[config.mk]
export PLATFORM = sky130hd
export DESIGN_NAME = inout_pair_seq
export DESIGN_NICKNAME = d
export VERILOG_FILES = /design/src/rtl/inout_pkg.sv /design/src/rtl/pair_fifo2.sv /design/src/rtl/inout_pair_seq.sv
export SDC_FILE = /design/constraint.sdc
export NUM_CORES = 1
export LEC_CHECK = 0
export ABC_AREA = 1
export CAP_MARGIN = 20
export CORE_MARGIN = 5
export CORE_UTILIZATION = 58
export CTS_BUF_LIST = sky130_fd_sc_hd__clkbuf_4 sky130_fd_sc_hd__clkbuf_8
export DETAILED_ROUTE_END_ITERATION = 7
export PLACE_DENSITY = 0.87
export SYNTH_ARGS = -nofsm -noshare
export SYNTH_HDL_FRONTEND = slang
export SYNTH_SLANG_ARGS = --single-unit
[constraint.sdc]
create_clock -name clk -period 3.2 [get_ports clk]
set_clock_uncertainty 0.15 [all_clocks]
set_input_delay 0.8 -clock clk [delete_from_list [all_inputs] [get_ports clk]]
set_output_delay 0.8 -clock clk [all_outputs]
set_load 0.01 [all_outputs]
[src/rtl/inout_pkg.sv]
// Shared constants and record types for the Kyber NTT in/out index ROM sequencer.
package inout_pkg;

    localparam int unsigned PAIRS  = 128;
    localparam int unsigned ADDR_W = 9;
    localparam int unsigned IDX_W  = 8;
    localparam int unsigned NUM_W  = 7;

    typedef enum logic [1:0] {
        IDLE,
        RUN,
        DRAIN
    } state_t;

    typedef struct packed {
        logic [IDX_W-1:0] idx_a;
        logic [IDX_W-1:0] idx_b;
        logic [IDX_W-1:0] tag;
        logic [NUM_W-1:0] num;
    } pair_t;

    function automatic pair_t split_word(
        input logic [3*IDX_W-1:0] word,
        input logic [NUM_W-1:0]   num
    );
        pair_t rec;
        rec.idx_a = word[3*IDX_W-1:2*IDX_W];
        rec.idx_b = word[2*IDX_W-1:IDX_W];
        rec.tag   = word[IDX_W-1:0];
        rec.num   = num;
        return rec;
    endfunction

endpackage

[src/rtl/pair_fifo2.sv]
// Two-entry FIFO holding every pair record presented on the output stream.
module pair_fifo2
    import inout_pkg::*;
(
    input  logic       clk,
    input  logic       rst_n,
    input  logic       push_i,
    input  logic       pop_i,
    input  pair_t      din_i,
    output pair_t      head_o,
    output logic [1:0] count_o
);

    pair_t      mem_q [2];
    logic       wr_q, wr_d;
    logic       rd_q, rd_d;
    logic [1:0] count_q, count_d;

    always_comb begin
        wr_d    = wr_q;
        rd_d    = rd_q;
        count_d = count_q + {1'b0, push_i} - {1'b0, pop_i};
        if (push_i) begin
            wr_d = ~wr_q;
        end
        if (pop_i) begin
            rd_d = ~rd_q;
        end
    end

    always_ff @(posedge clk or negedge rst_n) begin
        if (!rst_n) begin
            mem_q[0] <= '0;
            mem_q[1] <= '0;
            wr_q     <= 1'b0;
            rd_q     <= 1'b0;
            count_q  <= '0;
        end else begin
            if (push_i) begin
                mem_q[wr_q] <= din_i;
            end
            wr_q    <= wr_d;
            rd_q    <= rd_d;
            count_q <= count_d;
        end
    end

    assign head_o  = mem_q[rd_q];
    assign count_o = count_q;

endmodule

[src/rtl/inout_pair_seq.sv]
// Sweeps the in/out index ROM, absorbs its read latency and streams the
// unpacked index pairs to the coefficient loader under valid/ready.
module inout_pair_seq #(
    parameter int unsigned PAIRS  = inout_pkg::PAIRS,
    parameter int unsigned ADDR_W = inout_pkg::ADDR_W,
    parameter int unsigned IDX_W  = inout_pkg::IDX_W
) (
    input  logic               clk,
    input  logic               rst_n,
    input  logic               start,
    output logic               busy,
    output logic               done,
    output logic [ADDR_W-1:0]  rom_addr,
    input  logic [3*IDX_W-1:0] rom_data,
    output logic               pair_valid,
    input  logic               pair_ready,
    output logic [IDX_W-1:0]   pair_idx_a,
    output logic [IDX_W-1:0]   pair_idx_b,
    output logic [IDX_W-1:0]   pair_tag,
    output logic [6:0]         pair_num,
    output logic               pair_last
);

    import inout_pkg::*;

    state_t            state_q, state_d;
    logic [ADDR_W-1:0] issued_q, issued_d;
    logic [ADDR_W-1:0] rom_addr_q, rom_addr_d;
    logic              inflight_q, inflight_d;
    logic              done_q, done_d;

    pair_t      fifo_head;
    pair_t      push_rec;
    logic [1:0] fifo_count;
    logic       fifo_valid;
    logic       pop;
    logic       credit_ok;
    logic       issue;
    logic       last_pop;

    assign fifo_valid = (fifo_count != 2'd0);
    assign pop        = fifo_valid & pair_ready;

    // Occupancy after this edge (FIFO plus the word still in flight) must stay below two.
    assign credit_ok  = ({1'b0, fifo_count} + {2'b0, inflight_q}) < (3'd2 + {2'b0, pop});
    assign issue      = (state_q == RUN) && (issued_q < ADDR_W'(PAIRS)) && credit_ok;
    assign last_pop   = pop && (fifo_head.num == NUM_W'(PAIRS - 1));

    // rom_addr_q still holds the address whose word is on rom_data this cycle.
    assign push_rec   = split_word(rom_data, rom_addr_q[NUM_W-1:0]);

    always_comb begin
        state_d    = state_q;
        issued_d   = issued_q;
        rom_addr_d = rom_addr_q;
        inflight_d = issue;
        done_d     = 1'b0;
        unique case (state_q)
            IDLE: begin
                if (start) begin
                    state_d    = RUN;
                    issued_d   = '0;
                    rom_addr_d = '0;
                end
            end
            RUN: begin
                if (issue) begin
                    rom_addr_d = issued_q;
                    issued_d   = issued_q + ADDR_W'(1);
                    if (issued_q == ADDR_W'(PAIRS - 1)) begin
                        state_d = DRAIN;
                    end
                end
            end
            DRAIN: begin
                if (last_pop) begin
                    state_d = IDLE;
                    done_d  = 1'b1;
                end
            end
            default: state_d = IDLE;
        endcase
    end

    always_ff @(posedge clk or negedge rst_n) begin
        if (!rst_n) begin
            state_q    <= IDLE;
            issued_q   <= '0;
            rom_addr_q <= '0;
            inflight_q <= 1'b0;
            done_q     <= 1'b0;
        end else begin
            state_q    <= state_d;
            issued_q   <= issued_d;
            rom_addr_q <= rom_addr_d;
            inflight_q <= inflight_d;
            done_q     <= done_d;
        end
    end

    pair_fifo2 u_fifo (
        .clk     (clk),
        .rst_n   (rst_n),
        .push_i  (inflight_q),
        .pop_i   (pop),
        .din_i   (push_rec),
        .head_o  (fifo_head),
        .count_o (fifo_count)
    );

    assign busy       = (state_q != IDLE);
    assign done       = done_q;
    assign rom_addr   = rom_addr_q;
    assign pair_valid = fifo_valid;
    assign pair_idx_a = fifo_head.idx_a;
    assign pair_idx_b = fifo_head.idx_b;
    assign pair_tag   = fifo_head.tag;
    assign pair_num   = fifo_head.num;
    assign pair_last  = fifo_valid && (fifo_head.num == NUM_W'(PAIRS - 1));

endmodule

# Word level (Yosys, flattened, before mapping)
# Index checks and enable logic that the tools add are counted.
[totals]
reg_bits = 88
latchBits = 0
ram_bits = 0
rom_bits = 0
in_bits = 28
out_inout_bits = 44
elab_cells = 68
mem_count = 0
[op_classes]
addsub = 5
mul = 0
div = 0
magnitude_cmp = 5
n_eq_ne = 8
n_shift = 0
muxes = 18
bitwise = 5
reduce_logical = 11
[ops]
columns = ["cell", "count"]
rows = [
  ["$mux W31", 4],
  ["$bwmux W62", 1],
  ["$pmux W9 S2", 2],
  ["$demux W31 S1", 1],
  ["$mux W9", 3],
  ["$add A9 B1 Y9 const B", 1],
  ["$eq A9 B7 Y1 const B", 1],
  ["$lt A9 B8 Y1 const B", 1],
  ["$mux W2", 4],
  ["$eq A7 B7 Y1 const B", 1],
  ["$ne A2 B2 Y1 const B", 3],
  ["$pmux W2 S3", 1],
  ["$reduce_bool A2 Y1", 3],
  ["$logic_and A1 B1 Y1", 5],
  ["$ge A2 B2 Y1 const B", 2],
  ["$not A1 Y2", 2],
  ["$reduce_and A4 Y1", 1],
  ["$add A2 B1 Y3", 1],
  ["$add A2 B1 Y3 const A", 1],
  ["$lt A3 B3 Y1", 1],
  ["$reduce_and A3 Y1", 1],
  ["$add A2 B1 Y2", 1],
  ["$eq A2 B1 Y1 const B", 1],
  ["$eq A2 B2 Y1 const B", 1],
  ["other kinds (7)", 9],
]

# Depth between registers and ports, before layout
[logic_depth]
depth_word = 8
ltp_mapped = 11
mapped_depth_nobuf = 11

# Modules after synthesis
# From an unflattened synthesis, not the netlist that was laid out.
[unflattened]
hier_cells = 503
hier_area_um2 = 4107.7
[by_module_without_submodules]
columns = ["mod", "n_inst", "cells_per_inst", "area_each_um2", "seq_area_each_um2"]
rows = [
  ["pair_fifo2", 1, 351, 2892.8, 1651.6],
  ["inout_pair_seq", 1, 152, 1214.9, 550.5],
]

# Worst setup path before layout
# No wires, ideal clock.
[synth_path]
path_kind = "flip-flop to output port"
startpoint = "register u_fifo.rd_q"
endpoint = "output port pair_last"
arrival_time_ps = 1181
required_time_ps = 2250
path_slack_ps = 1069
path_stages_with_launch = 8
n_path_buf = 1
path_cell_list = "dfrtp_1 > inv_1 > buf_4 > nand2_1 > nand2_1 > nand2_1 > nor2_1 > and3_1"
[synth_via]
elab_chain_cells = 6
[synth_rtl]
columns = ["item", "line", "rtl"]
rows = [
  ["from (decl)", "pair_fifo2.sv:16", "logic rd_q, rd_d;"],
  ["from (signal assigned)", "pair_fifo2.sv:43", "rd_q <= rd_d;"],
  ["$not A1 Y2 (implied by the code)", "pair_fifo2.sv:48", "assign head_o = mem_q[rd_q];"],
  ["$mux W31 (implied by the code) (3 in series)", "pair_fifo2.sv:48", ""],
  ["via pair_num[3]", "inout_pair_seq.sv:20", "output logic [6:0] pair_num,"],
  ["$eq A7 B7 Y1", "inout_pair_seq.sv:119", "assign pair_last = fifo_valid && (fifo_head.num == NUM_W'(PAIRS - 1));"],
  ["$logic_and A1 B1 Y1", "inout_pair_seq.sv:119", ""],
  ["to (decl)", "inout_pair_seq.sv:21", "output logic pair_last"],
]
# The timed path passes the listed nets, and every way through them passes these cells. The select of a mux whose other input is x is not followed.

# Final worst setup path
[layout_path]
startpoint = "register u_fifo.rd_q"
endpoint = "output port pair_last"
[layout_via]
elab_chain_cells = 6
[layout_rtl]
columns = ["item", "line"]
rows = [
  ["$not A1 Y2 (implied by the code)", "pair_fifo2.sv:48"],
  ["$mux W31 (implied by the code) (3 in series)", "pair_fifo2.sv:48"],
  ["$eq A7 B7 Y1", "inout_pair_seq.sv:119"],
  ["$logic_and A1 B1 Y1", "inout_pair_seq.sv:119"],
]
# Every way passes these cells. The select of a mux whose other input is x is not followed.

==> qor.txt <==
Post-route DRC violation count - 0
Hold WC Path Type - in -> async
Power Density - 1040 nW/um^2
VDD IR max - 0.682 mV
LEAKAGE - 2.41 nW
Diode count - 0
Outcome - finished, final reports clean
Synthesized cell area - 3880 um^2
CTS H-Tree Depth - 3
RSZ-0062 raised after global routing - false
Max Slew Vio Count - 0
Syn. warnings - 0
Initial DRT Pass Iterations - 6
Number of cell rows - 29
Cells after Synth - 470
Syn Nets - 503
Clk root buf - clkbuf_8
DP Area - 4630 um^2
Multi-input logic area - 1390 um^2
Initial antenna violation count - 0
Hold buffers post-CTS - 0
TNS Setup - 0 ps
WP data arrival - 2100 ps
All-Layer GR Usage - 20.9%
Max clock buf depth - 2
Clock period minus worst slack - 3050 ps
Clk sink count - 88
P&R area growth vs syn - 24.0%
Max Cap Viol - 0
Initial DRC count - 177
I/O Buffers - 71
Die height - 91.8 um
Total number of vias - 3,173
Seq cells post-synth - 88
Initial core utilization - 60.5%
Top post-synthesis cells by count - nand2_1 (175), dfrtp_1 (88), o21ai_0 (67)
CP Capture Type - output pin
Reg-to-Reg Start - inflight_q
Main flop type after synthesis - dfrtp_1
Largest net degree at the start of global routing - 64
Max-slew headroom - 34.0%
Number of I/O pins - 72
Top cell type's share of synthesized area - 56.7%
Required time worst endpoint - 2250 ps
Worst skew pair latency - 340 ps
Routability congestion estimate - 0.831
Pre-CTS WS - 457 ps
Fin worst setup slack - 149 ps
ANT nets after route - 0
DR vias/cell - 5.15
Design area - 4820 um^2
Cts bufs inserted - 9
R2R setup slack - 1240 ps
Most common cell in the netlist - nand2_1
Setup CP Type - reg -> out
Clock-pin slew on the worst setup and hold paths - 80 ps
Number of flops mapped to enable cells by yosys - 0
Die area - 8430 um^2
Via count of the first global-routing pass - 2,976
# fillers - 466
WL final - 8310 um
DR WL/cell - 13.5 um
Fraction of registers with async set/reset - 100%
Total Power - 5.04 mW
F_max - 328 MHz
DP HPWL - 5760 um
Yosys cell types - 27
Layout cells sized above 1 - 5.94%
Synth area leaders - dfrtp_1 (57%), nand2_1 (17%), o21ai_0 (8.6%)
Placeable Area - 6420 um^2
Setup-failing EPs final - 0
Fin crit share - 95.4%
CTS tree - yes
Startpoint Class - flop
Syn_area_per_cell - 8.27 um^2
Die W - 91.8 um
Critical path fanouts, max - 10
Cell accounting for the most synthesized area - dfrtp_1
Final hold violation count - 0
Sequential area share after synthesis - 56.7%
Slew @ Worst Pin - 991 ps
Nets@finish - 567
Remaining Overflow, GRT - 0
First-pass GRT wire length - 14,100 um
CP startpoint - u_fifo.rd_q
Register area - 2200 um^2
-- final timing paths --
kind | end | cells past startpoint
worst max-delay path | pair_last | 7
worst min-delay path | u_fifo.mem_q[50] | 1
worst max register to register | issued_q[3] | 11
worst min register to register | u_fifo.mem_q[61] | 2
max in group asynchronous | u_fifo.mem_q[14] | 2
min in group clk | u_fifo.mem_q[61] | 2
-- cell families after synthesis --
logic type | count (synthesis) | share of synthesized area (%)
XOR/XNOR | 3 | 0.676
AND/OR/NAND/NOR | 219 | 22.4
buffers and inverters | 73 | 7.67
adder cells (fa/ha/maj) | 5 | 1.61
AO/OA/AOI/OAI | 82 | 10.9
flip-flops | 88 | 56.7
-- what timing repair did --
item,in CTS,in global routing
setup buffers,0,0
gates resized for setup,0,1
endpoints found under the hold margin,0,0
endpoints found under the setup margin,0,1
-- report_power, final --
part	switching, mW	internal [mW]
clock network	0.358	0.384
logic	1.34	1.03
registers	0.306	1.61
-- per-layer routing --
layer | GRT usage, % | routed length [um]
met4 | 8.17 | 123
met1 | 27.7 | 3640
met3 | 4.75 | 485
met5 | 0 | 0
met2 | 33.6 | 4060
-- registers in the layout, indices dropped and copies added, names as in the netlist --
signal,cells
u_fifo.rd_q,1
u_fifo.mem_q,62
state_q,2
u_fifo.wr_q,1
u_fifo.count_o,2
issued_q,9
done,1
inflight_q,1
rom_addr,9
-- critical path, stage by stage, from the launching register on --
cell	delay, ps
dfrtp_1	490
inv_2	180
nand2_1	70
nand2_1	90
nand2_1	60
nor2_1	160
and3_1	190
clkdlybuf4s50_1	530
-- through the flow --
step | cells | hold slack, ps | util [%]
global route | 616 | 301 | 75.0
finish | 616 | 270 | 75.0
floorplan | 470 | 303 | -
detailed placement | 600 | 323 | 72.0
global placement | 600 | 316 | 72.0
CTS | 616 | 292 | 75.0
-- layout make-up --
type	count	share of cell area, %
multi-input cells	309	28.8
clock inverters	4	0.935
clock buffers	12	3.04
inverters	52	4.10
flip-flops and latches	88	45.7
repair buffers	74	15.4
well taps	77	2.00
-- cells in the final DEF, fill, tap and decap left out --
cell             Yosys  routed
o21ai_0             67      67
o21a_1               3       3
nand2_1            175     174
bufinv_16            0       1
a21oi_1              8       8
nor2_4               2       2
buf_12               0       1
inv_1               49      48
dfrtp_1             88      88
or2_2                1       1
and3_1               1       1
nand2_2              1       2
xor2_1               2       2
clkbuf_8             0       9
clkbuf_4             0       3
nor2_1              23      23
inv_2                2       3
clkinv_2             0       3
nor2_2               1       1
buf_4                2       3
nand2_4              1       1
o31ai_1              1       1
ha_1                 5       5
clkdlybuf4s50_1      0      70
xnor2_1              1       1
o21ai_1              2       2
a21oi_2              1       1
inv_4                1       1
nand3_1             14      14
Power figures use the tool's default switching activity.
